### config.mk
export PLATFORM = sky130hd
export DESIGN_NAME = gb_oam_dma
export DESIGN_NICKNAME = d
export VERILOG_FILES = /design/src/rtl/gb_oam_dma.sv
export SDC_FILE = /design/constraint.sdc
export NUM_CORES = 1
export LEC_CHECK = 0
export CAP_MARGIN = 20
export CORE_UTILIZATION = 47
export CTS_CLUSTER_SIZE = 10
export DETAILED_ROUTE_END_ITERATION = 10
export GPL_TIMING_DRIVEN = 0
export PLACE_DENSITY = 0.85
export RECOVER_POWER = 100
export SLEW_MARGIN = 25
export SYNTH_ARGS = -nofsm -noshare
export SYNTH_HDL_FRONTEND = slang
export SYNTH_SLANG_ARGS = --single-unit
export TNS_END_PERCENT = 50
### constraint.sdc
create_clock -name Clk -period 3.28 [get_ports Clk]
set_input_delay 0.328 -clock Clk [delete_from_list [all_inputs] [get_ports Clk]]
set_output_delay 0.328 -clock Clk [all_outputs]
set_load 0.02 [all_outputs]
### src/rtl/gb_oam_dma.sv
`default_nettype none
// ============================================================================
// Module      : gb_oam_dma
// Description : Game Boy OAM DMA engine. A CPU write to $FF46 selects a source
//               page; after one delay M-cycle the engine reads Length bytes
//               from {page, 00..Length-1} over the memory bus and writes them
//               into OAM, one byte per M-cycle with zero-wait memory. The OAM
//               write of byte n overlaps the bus read of byte n+1. Source pages
//               $E0-$FF fold onto $C0-$DF (echo RAM).
//
// Ports       : Clk             system clock
//               Reset_n         synchronous active-low reset (ignores ClkEn)
//               ClkEn           M-cycle enable; state advances only when high
//               RegWrite        CPU write strobe to $FF46
//               RegData         CPU write data (source page)
//               RegRead         last value written to $FF46
//               BusAccess       read request to the bus controller
//               BusWrite        tied low, reads only
//               BusAddress      source address of the current read
//               BusDToInitiator read data from the bus controller
//               BusReady        request accepted this cycle
//               BusDataReady    BusDToInitiator valid this cycle
//               OamWrite        single-cycle OAM write strobe
//               OamAddress      OAM byte index
//               OamData         OAM write data
//               Active          transfer in progress
//
// Revision    : 1.0  initial release
// ============================================================================
module gb_oam_dma #(
    parameter string DeviceType = "Xilinx",
    parameter int    Length     = 160
) (
    input  logic        Clk,
    input  logic        Reset_n,
    input  logic        ClkEn,
    input  logic        RegWrite,
    input  logic [7:0]  RegData,
    output logic [7:0]  RegRead,
    output logic        BusAccess,
    output logic        BusWrite,
    output logic [15:0] BusAddress,
    input  logic [7:0]  BusDToInitiator,
    input  logic        BusReady,
    input  logic        BusDataReady,
    output logic        OamWrite,
    output logic [7:0]  OamAddress,
    output logic [7:0]  OamData,
    output logic        Active
);

    localparam logic [1:0] c_ST_IDLE  = 2'd0;
    localparam logic [1:0] c_ST_DELAY = 2'd1;
    localparam logic [1:0] c_ST_XFER  = 2'd2;
    localparam logic [1:0] c_ST_DRAIN = 2'd3;

    localparam logic [7:0] c_LAST_IDX = 8'(Length - 1);

    logic [1:0] r_state;
    logic [7:0] r_page;
    logic [7:0] r_idx;
    logic       r_outst;      // request accepted, data not yet returned
    logic       r_oam_wr;     // captured byte waiting for its OAM write
    logic [7:0] r_oam_addr;
    logic [7:0] r_oam_data;

    logic [7:0] w_src_page;
    logic       w_in_xfer;

    // Echo-RAM fold: pages $E0-$FF read from $C0-$DF. Both forms give
    // page-$20 for that range and pass every other page through unchanged.
    generate
        if (DeviceType == "Xilinx") begin : g_fold_sub
            assign w_src_page = (r_page >= 8'hE0) ? (r_page - 8'h20) : r_page;
        end else begin : g_fold_mask
            assign w_src_page = {r_page[7:6], r_page[5] & ~(&r_page[7:5]), r_page[4:0]};
        end
    endgenerate

    assign w_in_xfer = (r_state == c_ST_XFER);

    // All outputs derive from state that only moves on ClkEn, so they hold
    // while ClkEn is low. OamWrite alone is gated so the strobe lasts one Clk.
    assign RegRead    = r_page;
    assign Active     = (r_state != c_ST_IDLE);
    assign BusWrite   = 1'b0;
    assign BusAccess  = w_in_xfer && !r_outst;
    assign BusAddress = w_in_xfer ? {w_src_page, r_idx} : 16'h0000;
    assign OamWrite   = r_oam_wr && ClkEn;
    assign OamAddress = r_oam_addr;
    assign OamData    = r_oam_data;

    always_ff @(posedge Clk) begin
        if (!Reset_n) begin
            r_state    <= c_ST_IDLE;
            r_page     <= 8'hFF;
            r_idx      <= 8'h00;
            r_outst    <= 1'b0;
            r_oam_wr   <= 1'b0;
            r_oam_addr <= 8'h00;
            r_oam_data <= 8'h00;
        end else if (ClkEn) begin
            // The pending strobe is consumed on this edge; a new capture below
            // re-arms it for the next M-cycle.
            r_oam_wr <= 1'b0;
            if (RegWrite) begin
                // A new write (in any state) restarts from byte 0. Leaving
                // r_oam_wr cleared drops any byte captured for the old page.
                r_page  <= RegData;
                r_idx   <= 8'h00;
                r_outst <= 1'b0;
                r_state <= c_ST_DELAY;
            end else begin
                case (r_state)
                    c_ST_DELAY: r_state <= c_ST_XFER;
                    c_ST_XFER: begin
                        if (BusDataReady) begin
                            r_outst    <= 1'b0;
                            r_oam_wr   <= 1'b1;
                            r_oam_addr <= r_idx;
                            r_oam_data <= BusDToInitiator;
                            if (r_idx == c_LAST_IDX) begin
                                r_state <= c_ST_DRAIN;
                            end else begin
                                r_idx <= r_idx + 8'd1;
                            end
                        end else if (BusAccess && BusReady) begin
                            // Accepted without data: stop requesting until
                            // the byte returns so only one read is in flight.
                            r_outst <= 1'b1;
                        end
                    end
                    c_ST_DRAIN: r_state <= c_ST_IDLE;
                    default: ;
                endcase
            end
        end
    end

endmodule
`default_nettype wire

### Word level (Yosys, flattened, before mapping)

Cells that the tools add are included.
Widths: inputs -> output; s select.

* bits in writable memories: 0
* output and inout port bits: 44
* logic and storage cells: 49
* register bits: 36
* ROM bits: 0
* memories kept: 0
* input port bits: 22
* bits in latches: 0

* multiplexer cells: 17
* equal/unequal tests: 7
* shift-type cells: 0
* reductions and logical operators: 14
* $add $sub $neg: 2
* bitwise logic cells: 1
* $lt $le $gt $ge: 1
* $mul: 0
* div/mod/pow operators: 0

Operators with widths (number)
* $mux 8: 5
* $mux 16: 1
* $reduce_and 4->1: 3
* $add 8x1->8 const B: 1
* $eq 8x8->1 const B: 1
* $ge 8x8->1 const B: 1
* $sub 8x6->8 const B: 1
* $mux 1: 7
* $mux 2: 3
* $pmux 2 s3: 1
* $reduce_bool 2->1: 3
* $eq 2x2->1 const B: 2
* $reduce_bool 4->1: 1
* $logic_and 1x1->1: 3
* $ne 3x2->1 const B: 1
* $ne 3x3->1 const B: 1
* $reduce_and 3->1: 1
* $reduce_bool 3->1: 1
* $eq 2x1->1 const B: 1
* $ne 2x2->1 const B: 1
* $reduce_and 2->1: 1
* $logic_not 1->1: 1
* $not 1->1: 1

### Depth between registers and ports, before layout

Gate-level depths: netlist (run 1).

* depth in word-level cells: 7
* depth in mapped cells: 6
* gate-level depth less buffers: 5

### Least setup slack after synthesis (run 1)

No wires, ideal clock.

* kind: register -> output
* start point: reg r_state[1]
* end point: out BusAddress[14]
* stages on the path, launching flop included: 6
* buffers on the path: 2
* data arrival time: 1.410 ns
* path slack: 1.542 ns
* path through: dfxtp_1 -> nor2b_1 -> clkbuf_1 -> clkbuf_1 -> nand2_1 -> a31oi_1

* cells in the longest elaborated chain, start to end: 2

RTL lines
* from (decl): RTL line 59 `logic [1:0] r_state;`
* from (signal assigned): RTL line 95 `r_state <= c_ST_IDLE;`
* from (signal assigned): RTL line 112 `r_state <= c_ST_DELAY;`
* from (signal assigned): RTL line 115 `c_ST_DELAY: r_state <= c_ST_XFER;`
* $eq 2x2->1: RTL line 80 `assign w_in_xfer = (r_state == c_ST_XFER);`
* $mux 16: RTL line 88 `assign BusAddress = w_in_xfer ? {w_src_page, r_idx} : 16'h0000;`
* to (decl): RTL line 42 `output logic [15:0] BusAddress,`

Every way passes these cells.

### Final worst setup path (run 1)

* start point: reg r_state[1]
* end point: out BusAddress[15]

The elaborated chain is that of the path after synthesis.

==> summary.txt, run 1 <==
Run status
  • Status: finished clean

Worst setup path
  • Critical Path Max Stage Delay: 0.70 ns
  • Slowest CP cell: dlygate4sd3_1
  • Worst Setup Path Type: reg -> out
  • Critical-path cell list: nor2b_1 -> clkbuf_1 -> clkbuf_1 -> nand2_1 -> a31oi_1 -> dlygate4sd3_1
  • Cell family with most CP delay: buffers and inverters
  • Worst Path Arrival: 2.58 ns
  • Worst EP required: just under 3 ns
  • WP buf/inv: 3
  • Crit end category: primary output
  • Startpoint Class: flop
  • Most frequent CP cell: clkbuf_1
  • Worst-path fanout max: 10

GRT
  • GRT Residual Overflow: 0
  • Vias in the first global route: 1464
  • Initial antenna violation count: 0
  • GRT Total Usage: 21.6%
  • Largest net degree at the start of global routing: 12
  • First-pass GRT wire length: 6560 microns

Place
  • DPL Wire Length: around 2900 microns
  • Place WS: around 0.8 ns
  • Port buffer count: 63
  • Dpl cell area: 2410 sq um
  • GPL Wtd Cong: 0.783

Timing
  • Fin crit share: 88.6%
  • Fmax achieved: 344 MHz
  • Worst hold slack: 0.371 ns
  • Worst Skew: 0.0112 ns
  • Max-slew violations: 0
  • Final setup margin: 0.373 ns
  • Hold Fails Final Rpt: 0
  • Minimum clock period: 2.91 ns
  • Fin Setup TNS: 0 ns
  • Setup violations, final: 0
  • RSZ-0062 raised after global routing: no

Yosys
  • Mapped Area: approximately 1700 sq um
  • Largest family of logic cells by synthesized area: simple AND/OR/NAND/NOR gates
  • Sequential fraction of the synthesis area: between 40% and 50%
  • Yosys top cell by area: dfxtp_1
  • Synth Area in Simple Gates: around a third
  • Synth top area cells: dfxtp_1, nand2_1, a21boi_1
  • Synth top area share: 41.9%
  • Post-synthesis compound-gate area fraction: between 10% and 20%
  • Synthesized instance count: between 200 and 250
  • Xor/xnor share of the synthesized area: 0%
  • Synth Warn #: 0
  • Number of flops mapped to enable cells by yosys: 0
  • FFs w/ async S/R, synth: 0%
  • Main flop type after synthesis: dfxtp_1
  • Post-Syn Nets: between 200 and 250
  • Most frequent cell after synthesis: nand2_1
  • Synth top cells by count: nand2_1, dfxtp_1, a21boi_1
  • Post-synth cell types: 44
  • FF+latch count, synth: 36
  • Syn avg cell area: 8.40 sq um
  • Post-synthesis mux area share: 0.581%
  • Synth Area in Adders: 1.45%

Floorplanning
  • Row cnt: 21
  • Core Box Area: 3420 sq um
  • I/O pin count: 66
  • Die Width: approximately 63 microns
  • Die area: 3910 sq um
  • Initial Utilization: 50.4%
  • Die Ht: between 60 and 70 microns

Clock tree
  • H-tree Lvls: 2
  • CTS buffer count: 5
  • Post-CTS setup buffers: 0
  • Clock Tree Root: clkbuf_4
  • Hold buffers post-CTS: 0
  • Post-CTS Resized: 0
  • CTS tree: done
  • Worst-skew pair later-pin latency: 0.34 ns
  • Clk sinks: 36
  • CTS Buffer Depth: 2
  • CTS clock-pin slew for the worst setup and hold paths: 0.11 ns

Run
  • Total of max-cap violations: 0

Detailed routing
  • First DRT Iteration DRCs: 73
  • Residual DRC: 0
  • Final ANT Viol Nets: 0
  • Routed WL: slightly below 4000 microns
  • Vias per cell: 5.09
  • 1st-pass router iterations: 4
  • Via count: 1640
  • WL/cell: 12.3 microns

Layout
  • Nets: around 300
  • Layout cell share with drive strength beyond 1: 5.80%
  • Syn-to-layout area delta: 42.5%
  • # diodes: 0
  • Register area: 721 sq um
  • Area of the multi-input gates: 880 sq um
  • Fillers: 284
  • Final instance area: 2450 sq um

Hold path
  • Worst Hold Class: in -> reg

Power
  • Lkg Pwr: 1.02 nW
  • PwrDens: 348 nW/um^2
  • Maximum VDD drop: 0.289 mV
final timing paths:
check / to / cells past startpoint / slack, ns / startpoint
max: BusAddress[15] / 6 / 0.37 / r_state[1]
min: r_state[1] / 4 / 0.37 / RegWrite
max reg2reg: OamAddress[1] / 6 / 1.31 / r_state[0]
min reg2reg: OamAddress[5] / 2 / 0.46 / OamAddress[5]
worst min-delay path, cell delays in order:
cell,delay [ns]
buf_4,0.13
nor4bb_1,0.06
a21oi_1,0.11
nor2b_1,0.05
final cells by class:
type,count,share of cell area [%]
Buffer,14,3.16
Clock buffer,6,1.68
Clock inverter,2,1.43
Inverter,3,0.459
Multi-Input combinational cell,152,35.8
Sequential cell,36,29.4
Tap cell,46,2.35
Timing Repair Buffer,63,25.7
through the flow:
| step | power (W) | util, % | instances |
|---|---|---|---|
| after floorplan | 0.000507 | - | 205 |
| after global placement | 0.000558 | 70.5 | 314 |
| after detailed placement | 0.000559 | 70.5 | 314 |
| after CTS | 0.000862 | 72.8 | 322 |
| after global routing | 0.000893 | 71.8 | 322 |
| final | 0.000853 | 71.8 | 322 |
cell families after synthesis:
logic type / after synthesis
compound gates: 39
fa+ha+maj: 2
buf+inv: 17
flops: 36
mux: 1
other cells: 1
simple gates: 109
flip-flops by register name, indices dropped and copies added (netlist names):
register	count
r_outst	1
r_state	2
OamAddress	8
r_oam_wr	1
OamData	8
r_idx	8
RegRead	8
cells in the final DEF (no fill, tap or decap), types with 4 or more instances in the layout:
cell              n
a21boi_1          4
clkdlybuf4s50_1  19
clkbuf_1         11
nor2b_1           5
dlygate4sd3_1    44
o21ai_0           4
and2_1           15
nand2_1          55
a21boi_0         14
nand4_1           4
dfxtp_1          36
clkbuf_4          5
nand3_1           9
per-layer routing:
layer,routed length (microns),global-route usage [%],up-vias,share of wire (%)
li1,-,-,832,-
met1,1790,25.2,737,45
met2,1820,36.0,67,46
met3,293,7.30,4,7.4
met4,55,8.72,0,1.4
met5,0,0,-,0
where the power goes:
group	internal [W]	switching, W	total (W)	leakage [nW]
Combinational	0.0000488	0.0000435	0.0000923	0.687
Sequential	0.000445	0.00000770	0.000452	0.292
Clock	0.000160	0.000149	0.000309	0.0422
Power figures use the tool's default switching activity.
==> run 2, diff against run 1 <==
--- a/config.mk
+++ b/config.mk
@@ -5,12 +5,14 @@
 export SDC_FILE = /design/constraint.sdc
 export NUM_CORES = 1
 export LEC_CHECK = 0
+export ABC_AREA = 1
 export CAP_MARGIN = 20
 export CORE_UTILIZATION = 47
 export CTS_CLUSTER_SIZE = 10
 export DETAILED_ROUTE_END_ITERATION = 10
+export GPL_ROUTABILITY_DRIVEN = 0
 export GPL_TIMING_DRIVEN = 0
-export PLACE_DENSITY = 0.85
+export PLACE_DENSITY = 0.84
 export RECOVER_POWER = 100
 export SLEW_MARGIN = 25
 export SYNTH_ARGS = -nofsm -noshare
==> run 2 against run 1 <==
  * Combinational power up 71%
  * Area after synthesis increased by 2.0%
  * Register-to-register slack improved by 0.09 ns
  * Largest power group unchanged
  * Critical path type unchanged
==> summary.txt, run 2 <==
Detailed routing
  • Via count: 1762
  • Vias per cell: 4.88
  • Routed WL: 4090 microns
  • 1st-pass router iterations: 4
  • First DRT Iteration DRCs: 81
  • Final ANT Viol Nets: 0
  • WL/cell: 11.3 microns
  • Residual DRC: 0

Hold path
  • Worst Hold Class: in -> reg

Clock tree
  • H-tree Lvls: 2
  • Clk sinks: 36
  • CTS clock-pin slew for the worst setup and hold paths: 0.07 ns
  • Post-CTS setup buffers: 0
  • CTS Buffer Depth: 2
  • Worst-skew pair later-pin latency: 0.28 ns
  • Post-CTS Resized: 0
  • CTS buffer count: 5
  • Clock Tree Root: clkbuf_8
  • CTS tree: done
  • Hold buffers post-CTS: 0

Timing
  • Fmax achieved: ~390 MHz
  • Worst Skew: ~0.0056 ns
  • Max-slew violations: 0
  • Fin crit share: just under 80%
  • Setup violations, final: 0
  • Fin Setup TNS: 0 ns
  • RSZ-0062 raised after global routing: no
  • Hold Fails Final Rpt: 0
  • Minimum clock period: ~2.6 ns

Layout
  • Syn-to-layout area delta: 40.5%
  • Layout cell share with drive strength beyond 1: roughly 7%
  • # diodes: 0
  • Nets: 338
  • Final cell utilization of the core: 71.1%
  • Commonest non-fill, non-tap cell in the layout: nor2_1
  • Most frequent cells in the layout: nor2_1, nand2_1, dlygate4sd3_1

GRT
  • Largest net degree at the start of global routing: 13
  • Initial antenna violation count: 0
  • Vias in the first global route: 1652
  • GRT Total Usage: 22.1%
  • GRT Residual Overflow: 0
  • First-pass GRT wire length: 6940 microns

Power
  • PwrDens: 376 nW/um^2
  • Lkg Pwr: 1.16 nW
  • Maximum VDD drop: 0.239 mV

Floorplanning
  • Die area: around 4000 sq um
  • Die Width: about 63 microns
  • Initial Utilization: approximately half
  • Core Box Area: 3470 sq um
  • Row cnt: 21
  • I/O pin count: 66
  • Die Ht: roughly 63 microns

Yosys
  • Synth top area share: approximately 40%
  • Post-synth cell types: 32
  • Synth top area cells: dfxtp_1, nor2_1, nand2_1
  • Yosys top cell by area: dfxtp_1
  • Number of flops mapped to enable cells by yosys: 0
  • FF+latch count, synth: 36
  • Syn avg cell area: 7.19 sq um
  • Most frequent cell after synthesis: nor2_1
  • FFs w/ async S/R, synth: 0%
  • Sequential fraction of the synthesis area: 41.1%
  • Synth Warn #: 0
  • Mapped Area: 1760 sq um
  • Synthesized instance count: 244
  • Main flop type after synthesis: dfxtp_1
  • Synth top cells by count: nor2_1, nand2_1, dfxtp_1
  • Post-Syn Nets: 268

Worst setup path
  • Worst-path fanout max: 10
  • Crit end category: primary output
  • Worst Setup Path Type: reg -> out
  • Startpoint Class: flop
  • Worst EP required: 2.95 ns
  • Worst Path Arrival: 2.26 ns

Place
  • Port buffer count: 63
  • DPL Wire Length: 3080 microns

Run
  • Total of max-cap violations: 0

Run status
  • Status: finished clean
[run 2: cell types whose count changed after synthesis, sizes merged, moves of 3 or more]
cell | before | now
nand2 | 55 | 49
nor2 | 3 | 52
nand3 | 9 | 16
o21ai | 4 | 19
and2 | 17 | 0
clkbuf | 6 | 3
nand4 | 4 | 1
a21boi | 18 | 0
inv | 3 | 29
a21oi | 2 | 18
o211ai | 3 | 7
nor2b | 5 | 0
[run 2: area by class of cell]
cell class | instances | area [sq um]
plain buffers | 9 | 53.8
clock buffers | 5 | 68.8
clock inverters | 3 | 18.8
fillers | 324 | 1000
inverters | 29 | 109
multi-input cells | 170 | 807
flip-flops and latches | 36 | 721
well taps | 46 | 57.6
repair buffers | 63 | 631
[run 2: routing by layer]
layer	part of all wire (%)	up-vias	global-route usage, %
met3	9.5	4	7.07
li1	-	918	-
met4	0.68	0	9.88
met5	0	-	0
met2	46	69	37.6
met1	44	771	24.9
[run 2: worst max-delay path, stage by stage, from the launching register on]
cell	delay [ns]
dfxtp_1	0.40
inv_1	0.11
nand2_1	0.27
clkbuf_1	0.44
nor2_1	0.08
dlygate4sd3_1	0.66
[run 2: worst paths after layout]
path | from | end | slack, ns | depth (start not counted)
worst max-delay path | r_state[0] | BusAddress[8] | 0.70 | 5
worst min register to register | r_oam_wr | r_oam_wr | 0.47 | 2
worst max register to register | r_idx[0] | r_idx[0] | 1.40 | 8
worst min-delay path | RegWrite | r_state[1] | 0.42 | 4
[run 2: power by group]
group | switching [W] | internal (W)
Clock | 0.000156 | 0.000148
Sequential | 0.0000131 | 0.000453
Combinational | 0.0000889 | 0.0000695
Total | 0.000258 | 0.000670
[run 2: cell families (layout without fill, tap and decap cells)]
logic type / Yosys count / count (layout) / synth area share (%)
other cells: 1 / 1 / 0.214
compound gates: 47 / 47 / 16.1
fa+ha+maj: 2 / 2 / 1.43
buf+inv: 38 / 109 / 9.91
flops: 36 / 36 / 41.1
simple gates: 120 / 120 / 31.3
[run 2: metrics by stage]
stage                     cell area [sq um]  instances  hold slack (ns)  worst slack, ns  total power, W
after CTS                              2530        361            0.454            0.861        0.000953
after global placement                 2440        353            0.455             1.22        0.000646
after detailed placement               2440        353            0.461             1.18        0.000647
after floorplan                        1760        244            0.441             1.48        0.000570
after global routing                   2470        361            0.443            0.488        0.000977
final                                  2470        361            0.421            0.696        0.000928
==> run 3, diff against run 2 <==
--- a/config.mk
+++ b/config.mk
@@ -7,12 +7,12 @@
 export LEC_CHECK = 0
 export ABC_AREA = 1
 export CAP_MARGIN = 20
-export CORE_UTILIZATION = 47
+export CORE_UTILIZATION = 39
 export CTS_CLUSTER_SIZE = 10
 export DETAILED_ROUTE_END_ITERATION = 10
 export GPL_ROUTABILITY_DRIVEN = 0
 export GPL_TIMING_DRIVEN = 0
-export PLACE_DENSITY = 0.84
+export PLACE_DENSITY = 0.75
 export RECOVER_POWER = 100
 export SLEW_MARGIN = 25
 export SYNTH_ARGS = -nofsm -noshare
==> constraint.sdc (replaced) <==
create_clock -name Clk -period 2.3 [get_ports Clk]
set_input_delay 0.23 -clock Clk [delete_from_list [all_inputs] [get_ports Clk]]
set_output_delay 0.23 -clock Clk [all_outputs]
set_load 0.02 [all_outputs]
==> run 3 against run 2 <==
  * Clock skew decreased by 0.0015 ns
  * Highest routed layer unchanged
  * Count of clock-buffer cells in the layout increased by 2
  * Clock power up 58%
  * Sequential share of layout area down 0.24 points
  * Non-clock buffer count unchanged
  * Register-to-register slack worse by 1.1 ns
  * Critical endpoint is now BusAddress[14]
  * Via count fell by 0.57%
  * Hold slack got worse by 0.11 ns
  * Global-route usage is 4.9 points lower
  * Critical path depth down 1
  * Final area grew 0.81%
  * Sequential power increased by 42%
==> summary.txt, run 3 (synthesized netlist as in run 2, its figures left out) <==
GRT
  • Initial antenna violation count: 0
  • GRT Residual Overflow: 0
  • Largest net degree at the start of global routing: 11
  • GRT Total Usage: between 10% and 20%
  • First-pass GRT wire length: between 6000 and 7000 microns
  • Vias in the first global route: 1545

Layout
  • # diodes: 0
  • Final cell utilization of the core: 57.1%
  • Nets: 338
  • Most frequent cells in the layout: nor2_1, nand2_1, dfxtp_1
  • Layout cell share with drive strength beyond 1: roughly 6.7%
  • Area of the multi-input gates: approximately 800 sq um
  • Syn-to-layout area delta: 41.6%
  • Fillers: approximately 430
  • Register area: 721 sq um
  • Commonest non-fill, non-tap cell in the layout: nor2_1

Detailed routing
  • Final ANT Viol Nets: 0
  • 1st-pass router iterations: 4
  • Vias per cell: 4.79
  • Routed WL: approximately 4200 microns
  • First DRT Iteration DRCs: approximately 110
  • Residual DRC: 0
  • WL/cell: around 11 microns
  • Via count: 1752

Power
  • Maximum VDD drop: 0.287 mV
  • PwrDens: 552 nW/um^2
  • Final Power: between 0.001 and 0.0015 W
  • Lkg Pwr: 1.15 nW

Worst setup path
  • Critical Path Max Stage Delay: 0.66 ns
  • Worst EP required: 2.07 ns
  • Slowest CP cell: clkdlybuf4s50_1
  • Reg-to-Reg Start: r_state[1]
  • Worst Path Arrival: 2.01 ns
  • Worst-path fanout max: 4
  • R2R setup slack: slightly below 0.3 ns
  • Worst Setup Path Type: reg -> out
  • Critical-path cell list: inv_1 -> ha_1 -> a311oi_1 -> clkdlybuf4s50_1
  • WP buf/inv: 2
  • Cell family with most CP delay: buffers and inverters
  • Startpoint Class: flop
  • Crit end category: primary output
  • RR Endpoint: OamData[6]
  • Register-to-Register Path Depth: 7

Place
  • Port buffer count: 63
  • DPL Wire Length: 3070 microns

Timing
  • Worst hold slack: 0.313 ns
  • Worst Skew: 0.00405 ns
  • Minimum clock period: 2.24 ns
  • Fin crit share: 97.5%
  • Setup violations, final: 0
  • Worst Tran Pin Value: 0.536 ns
  • Hold Fails Final Rpt: 0
  • Max-slew violations: 0
  • RSZ-0062 raised after global routing: no
  • Fmax achieved: around 450 MHz
  • Fin Setup TNS: 0 ns
  • Slew margin rel.: 64.3%

Floorplanning
  • Core Box Area: 4350 sq um
  • Die Width: 69.1 microns
  • Die area: 4770 sq um
  • Initial Utilization: about two fifths
  • Die Ht: 69.1 microns
  • I/O pin count: 66
  • Row cnt: 24

Clock tree
  • Clk sinks: 36
  • CTS Buffer Depth: 2
  • Worst-skew pair later-pin latency: ~0.29 ns
  • CTS tree: done
  • H-tree Lvls: 2
  • Post-CTS setup buffers: 0
  • CTS buffer count: 5
  • CTS clock-pin slew for the worst setup and hold paths: about 0.060 ns
  • Clock Tree Root: clkbuf_8

Hold path
  • Hold_sp: RegWrite
  • Worst Hold Class: in -> reg
  • Hold Path End: r_state[1]
  • Hold depth: 4

Run status
  • Status: finished clean

Run
  • Total of max-cap violations: 0
==> run 3: cell type report <==
cell class	count	area share (%)
Multi-Input combinational cell	170	32.6
Sequential cell	36	29.0
Timing Repair Buffer	63	25.5
Inverter	29	4.38
Clock buffer	7	3.88
Tap cell	52	2.62
Buffer	9	2.06
==> run 3: tightest hold or removal path: stages <==
cell	delay, ns
buf_4	0.14
a21oi_1	0.05
nand3_1	0.07
a21oi_1	0.06
==> run 3: layer usage <==
metal / share of wire [%] / global-route usage [%] / up-vias
li1: - / - / 920
met1: 46 / 21.0 / 750
met2: 44 / 27.8 / 77
met3: 8.9 / 6.29 / 5
met4: 1.2 / 5.90 / 0
met5: 0 / 0 / -
==> run 3: worst max-delay path by stage <==
| stage | from | end | slack, ns | depth (start not counted) |
|---|---|---|---|---|
| floorplan | RegRead[5] | BusAddress[14] | 0.60 | 3 |
| global placement | r_state[0] | BusAddress[5] | 0.32 | 5 |
| detailed placement | r_state[0] | BusAddress[6] | 0.31 | 5 |
| CTS | RegRead[5] | BusAddress[14] | 0.04 | 4 |
| global route | RegRead[5] | BusAddress[14] | 0.01 | 4 |
| finish | RegRead[5] | BusAddress[14] | 0.06 | 4 |
==> run 3: metrics by stage <==
stage               cell area (sq um)  setup WS [ns]  cells
floorplan                        1760          0.598    244
global placement                 2450          0.318    359
detailed placement               2450          0.312    359
CTS                              2550         0.0366    366
global route                     2490         0.0148    366
finish                           2490         0.0585    366
==> run 3: power by group <==
group | internal, W | switching, W | leakage, nW | total [W]
registers | 0.000646 | 0.0000179 | 0.293 | 0.000664
clock network | 0.000267 | 0.000213 | 0.0503 | 0.000479
logic | 0.000102 | 0.000128 | 0.803 | 0.000230
total | 0.00101 | 0.000359 | 1.15 | 0.00137
==> run 3: what timing repair did <==
action | CTS | global route
hold buffers | 0 | 0
resized for setup | 1 | 1
endpoints found under the setup margin | 1 | 1
